<file path="src/rtl/radio86_bus_pkg.sv">
// Shared types and constants for the Radio-86 CPU/video RAM arbiter.
package radio86_bus_pkg;

    typedef enum logic [1:0] {
        ARB   = 2'd0,
        CPU_D = 2'd1,
        VID_D = 2'd2
    } arb_state_t;

    typedef enum logic {
        GNT_CPU = 1'b0,
        GNT_VID = 1'b1
    } grant_t;

    localparam int DEFAULT_CPU_PACE = 4;
    localparam int PACE_W           = 8;

endpackage

</file>
<file path="src/rtl/radio86_cpu_pacer.sv">
// CPU pacing counter and eligibility; with CPU_STEP_EN defined it also
// implements halt / single-instruction stepping.
module radio86_cpu_pacer
    import radio86_bus_pkg::*;
#(
    parameter int CPU_PACE = DEFAULT_CPU_PACE
) (
    input  logic clock,
    input  logic reset_n,
    input  logic i_ce,
`ifdef CPU_STEP_EN
    input  logic i_halt,
    input  logic i_step,
    input  logic i_m0,
`endif
    output logic o_elig
);

    localparam logic [PACE_W-1:0] PACE_LOAD = PACE_W'(CPU_PACE - 1);

    logic [PACE_W-1:0] r_pace_cnt;
    logic              w_paced;

    always_ff @(posedge clock or negedge reset_n) begin
        if (!reset_n) begin
            r_pace_cnt <= '0;
        end else if (i_ce) begin
            r_pace_cnt <= PACE_LOAD;
        end else if (r_pace_cnt != '0) begin
            r_pace_cnt <= r_pace_cnt - 1'b1;
        end
    end

    // Eligible one clock early so the grant in ARB lands the ce on the pace.
    assign w_paced = (r_pace_cnt <= PACE_W'(1));

`ifdef CPU_STEP_EN
    logic r_step_d;
    logic r_run;
    logic r_seen_body;

    always_ff @(posedge clock or negedge reset_n) begin
        if (!reset_n) begin
            r_step_d    <= 1'b0;
            r_run       <= 1'b0;
            r_seen_body <= 1'b0;
        end else begin
            r_step_d <= i_step;
            if (i_ce) begin
                if (i_m0 && r_seen_body) begin
                    r_run       <= 1'b0;
                    r_seen_body <= 1'b0;
                end else if (!i_m0) begin
                    r_seen_body <= 1'b1;
                end
            end
            if (i_step && !r_step_d) begin
                r_run       <= 1'b1;
                r_seen_body <= 1'b0;
            end
        end
    end

    assign o_elig = w_paced && (!i_halt || r_run);
`else
    assign o_elig = w_paced;
`endif

endmodule

</file>
<file path="src/rtl/radio86_bus_arbiter.sv">
// Radio-86 single-port RAM arbiter: CPU (via cpu_ce sequencing) vs video fetch.
// Optional CPU_STEP_EN macro adds cpu_halt / cpu_step / cpu_m0 stepping inputs.
module radio86_bus_arbiter
    import radio86_bus_pkg::*;
#(
    parameter int CPU_PACE = DEFAULT_CPU_PACE,
    parameter int AW       = 16,
    parameter int DW       = 8
) (
    input  logic          clock,
    input  logic          reset_n,
    input  logic [AW-1:0] cpu_address,
    input  logic [DW-1:0] cpu_out,
    input  logic          cpu_we,
    output logic          cpu_ce,
    output logic [DW-1:0] cpu_in,
`ifdef CPU_STEP_EN
    input  logic          cpu_halt,
    input  logic          cpu_step,
    input  logic          cpu_m0,
`endif
    input  logic          vid_req,
    input  logic [AW-1:0] vid_addr,
    output logic          vid_ack,
    output logic [DW-1:0] vid_data,
    output logic [AW-1:0] ram_address,
    output logic [DW-1:0] ram_wdata,
    output logic          ram_we,
    input  logic [DW-1:0] ram_rdata,
    output arb_state_t    o_dbg_state
);

    // Handshakes: vid_req is a level held (with vid_addr stable) until the
    // one-cycle vid_ack; cpu_ce is a one-cycle pulse per completed CPU slot.

    arb_state_t    r_state;
    arb_state_t    w_next_state;
    grant_t        r_last_grant;
    grant_t        w_grant;
    logic          w_grant_valid;
    logic          w_cpu_elig;
    logic [DW-1:0] r_cpu_hold;
    logic [DW-1:0] r_vid_data;

    radio86_cpu_pacer #(
        .CPU_PACE (CPU_PACE)
    ) u_pacer (
        .clock   (clock),
        .reset_n (reset_n),
        .i_ce    (cpu_ce),
`ifdef CPU_STEP_EN
        .i_halt  (cpu_halt),
        .i_step  (cpu_step),
        .i_m0    (cpu_m0),
`endif
        .o_elig  (w_cpu_elig)
    );

    always_ff @(posedge clock or negedge reset_n) begin
        if (!reset_n) begin
            r_state      <= ARB;
            r_last_grant <= GNT_VID;
            r_cpu_hold   <= '0;
            r_vid_data   <= '0;
        end else begin
            r_state <= w_next_state;
            if (w_grant_valid) begin
                r_last_grant <= w_grant;
            end
            if (r_state == CPU_D) begin
                r_cpu_hold <= ram_rdata;
            end
            if (r_state == VID_D) begin
                r_vid_data <= ram_rdata;
            end
        end
    end

    always_comb begin
        w_next_state  = r_state;
        w_grant       = r_last_grant;
        w_grant_valid = 1'b0;
        ram_address   = cpu_address;
        ram_wdata     = cpu_out;
        ram_we        = 1'b0;
        cpu_ce        = 1'b0;
        cpu_in        = r_cpu_hold;
        vid_ack       = 1'b0;
        vid_data      = r_vid_data;

        case (r_state)
            ARB: begin
                if (w_cpu_elig && vid_req) begin
                    w_grant_valid = 1'b1;
                    w_grant       = (r_last_grant == GNT_VID) ? GNT_CPU : GNT_VID;
                end else if (w_cpu_elig) begin
                    w_grant_valid = 1'b1;
                    w_grant       = GNT_CPU;
                end else if (vid_req) begin
                    w_grant_valid = 1'b1;
                    w_grant       = GNT_VID;
                end

                if (w_grant_valid) begin
                    if (w_grant == GNT_CPU) begin
                        ram_we       = cpu_we;
                        w_next_state = CPU_D;
                    end else begin
                        ram_address  = vid_addr;
                        w_next_state = VID_D;
                    end
                end
            end
            CPU_D: begin
                cpu_ce       = 1'b1;
                cpu_in       = ram_rdata;
                w_next_state = ARB;
            end
            VID_D: begin
                vid_ack      = 1'b1;
                vid_data     = ram_rdata;
                w_next_state = ARB;
            end
            default: begin
                w_next_state = ARB;
            end
        endcase
    end

    assign o_dbg_state = r_state;

endmodule

</file>
<file path="config.mk">
export PLATFORM = sky130hd
export DESIGN_NAME = radio86_bus_arbiter
export DESIGN_NICKNAME = d
export VERILOG_FILES = /design/src/rtl/radio86_bus_pkg.sv /design/src/rtl/radio86_cpu_pacer.sv /design/src/rtl/radio86_bus_arbiter.sv
export SDC_FILE = /design/constraint.sdc
export NUM_CORES = 1
export LEC_CHECK = 0
export ABC_CLOCK_PERIOD_IN_PS = 3280
export CAP_MARGIN = 0
export CORE_UTILIZATION = 36
export CTS_CLUSTER_SIZE = 28
export DETAILED_ROUTE_END_ITERATION = 12
export PLACE_DENSITY = 0.8
export SETUP_SLACK_MARGIN = 0.4
export SYNTH_ARGS = -nofsm -noshare
export SYNTH_HDL_FRONTEND = slang
export SYNTH_HIERARCHICAL = 1
export SYNTH_SLANG_ARGS = --single-unit
</file>
<file path="constraint.sdc">
create_clock -name clock -period 3.28 [get_ports clock]
set_clock_uncertainty 0.1 [all_clocks]
set_input_delay 0.656 -clock clock [delete_from_list [all_inputs] [get_ports clock]]
set_output_delay 0.656 -clock clock [all_outputs]
set_load 0.01 [all_outputs]
</file>
==> results.yml <==
yosys:
  synth_area_mm2: 0.00150
  yosysWarnings: 6
  synthCells: 121
  synth_cell_type_count: 35
  ys_seq_area_share_pct: 45.1
  syn_nets: 175
  yosys_register_bits: 27
  avgSynthCellArea_um2: 12.4
die:
  pin_count: 97
  core.rowCount: 23
  fp.dieH_um: 66.6
  die-area_mm2: 0.00443
  floorplan.initialDensity_pct: 37.5
  coreArea_mm2: 0.00400
  die_w_um: 66.6
detailed_routing:
  remaining_drc_errors: 0
  first_iter_violations: 38
  dr.pass1.iters: 4
  via_count: 1299
  wire_per_inst_um: 16.4
  drt.antenna.violating_nets: 0
  avgViaCountPerCell: 5.03
  drt-total-wl_um: 4240
setup_path:
  startpoint: "u_pacer/r_pace_cnt[4]"
  cp_slowest_stage_delay_ps: 560
  crit_type: "reg -> out"
  reg2reg_from: "u_pacer/r_pace_cnt[0]"
  start_kind: "flop"
  critPathArrivalTime_ps: 2290
  critPathCaptureType: "output port"
  crit_path_max_fanout: 6
  cp.required_ps: 2520
  crit_chain: "or4_4, nor4_4, nand2_1, nand3_4, buf_12, mux2_4, buf_6"
  slowest_stage: "or4_4"
run_status:
  status: "finished clean"
final_layout:
  final_common_cell: "clkdlybuf4s50_1"
  final_net_count: 263
  mostFrequentLayoutCells: "63 x clkdlybuf4s50_1, 26 x dfrtp_1, 21 x buf_6"
  diodes: 0
  area_delta_synth_final_pct: 71.6
  drive_gt1_share_pct: 40.4
global_routing:
  grt.total_usage_pct: 19.9
  antenna_found_initial: 0
  grt_max_degree: 28
  grt_pass1_wl_um: 6380
  grt_pass1_vias: 1378
  grt_overflow: 0
sta:
  maxSlewHeadroom_pct: 52.9
  hold_ws_ps: 401
  setup-violations-final: 0
  rsz0062_at_grt: "true"
  finalHoldViolations: 0
  timing.setup.tns_ps: 0
  fin_crit_sh_pct: 93.0
  slew_violations: 0
  min_period_ps: 3050
  tightest_slew_ps: 704
  fmax_ghz: 0.328
power:
  power_density_mw_per_mm2: 837
  ir_drop_v: 0.000429
  leakage_nw: 1.14
clock_network:
  clk_latency_ps: 270
  clock-sinks: 27
  hold_buffers: 0
  clock-root-buffer: "clkbuf_8"
  cts.path.max_buffers: 2
  clk_pin_slew_ps: 100
  htreeDepth: 1
  cts_tree: "done"
  numCtsBuffers: 3
min_path:
  min_from: "r_cpu_hold[6]"
  min_path_type: "reg -> reg"
placement:
  gp_congestion: 0.832
  port_buffers: 80
  hpwlAfterDp_um: 3030
job:
  max_cap_violations: 0
## sequential cells by signal (all words and copies together) (netlist names)
name and cells:
r_vid_data 8, r_last_grant 1, o_dbg_state 2, r_cpu_hold 8
u_pacer/r_pace_cnt 8
## cells by family after synthesis
kind of cell	Yosys count	share of synthesized area, %
compound gates	19	7.92
mux	32	26.3
fa+ha+maj	2	1.67
simple gates	24	11.7
buf+inv	17	7.42
flops	27	45.1
## cell usage after synthesis (all sizes together)
| master | number | area share [%] |
|---|---|---|
| nor2 | 3 | 1.3 |
| nand2 | 2 | 0.50 |
| or3 | 2 | 0.83 |
| a21oi | 8 | 2.7 |
| inv | 4 | 1.0 |
| and3 | 1 | 0.42 |
| nand4b | 1 | 0.58 |
| dfrtp | 26 | 43 |
| buf | 13 | 6.4 |
| and2 | 1 | 0.42 |
| nand3 | 2 | 1.5 |
| ha | 2 | 1.7 |
| nor2b | 2 | 0.83 |
| a21o | 2 | 1.1 |
| a311o | 1 | 0.67 |
| nand2b | 3 | 1.3 |
| nor4 | 2 | 1.3 |
| dfstp | 1 | 1.8 |
| mux2 | 32 | 26 |
| a31oi | 1 | 0.42 |
| o31ai | 2 | 1.0 |
| o21ai | 4 | 1.3 |
| or4 | 3 | 1.7 |
| or3b | 1 | 0.58 |
| a2111o | 1 | 0.75 |
| nor3b | 1 | 0.50 |
## per-stage QoR
stage	setup WS (ps)	power, mW	cell area, um^2	std cells	utilization, %
6_report	230	2.16	2580	258	64.4
5_1_grt	149	2.30	2580	258	64.4
4_1_cts	272	2.14	2550	257	63.9
3_5_place_dp	-19.6	1.75	2320	245	58.0
3_3_place_gp	6.37	1.72	2320	245	58.0
2_1_floorplan	405	1.22	1500	121	-
## report_power, final
group	switching [mW]	internal, mW
Clock	0.106	0.0851
Sequential	0.0964	0.495
Combinational	0.546	0.828
Total	0.749	1.41
## final timing paths
path / cells past startpoint / slack, ps / endpoint
min: 1 / 400 / r_cpu_hold[6]
min reg2reg: 1 / 400 / r_cpu_hold[6]
max reg2reg: 5 / 1180 / u_pacer/r_pace_cnt[1]
min in group asynchronous: 2 / 640 / o_dbg_state[0]
max in group asynchronous: 2 / 2140 / r_last_grant
max: 7 / 230 / ram_address[6]
## final cells by class
cell class                      instances  area, um^2
Inverter                                4        15.0
Fill cell                             304        1420
Timing Repair Buffer                   96        1000
Tap cell                               50        62.6
Sequential cell                        27         677
Clock inverter                          1        5.00
Multi-Input combinational cell         77         773
Clock buffer                            3        41.3
## metal layers
layer / track usage, % / part of all wire, % / vias to the layer above
met5: 0 / 0 / -
met4: 8.78 / 1.8 / 0
met3: 4.97 / 8.4 / 6
met2: 37.9 / 54 / 61
met1: 20.1 / 36 / 629
li1: - / - / 603
## critical path, delay by kind of cell, from the launching register on
kind | cells | cell delay, ps
muxes | 1 | 300
buffers and inverters | 2 | 270
DFF | 1 | 390
and+or+nand+nor | 4 | 1060
## repair_timing
action | 4_1_cts | 5_1_grt
resized for setup | 101 | 5
setup endpoints to repair | 17 | 26
hold endpoints to repair | 0 | 0
gates cloned | 1 | 0
pin swaps | 5 | 0
buffers inserted | 7 | 1
(Power assumes the default switching activity.)
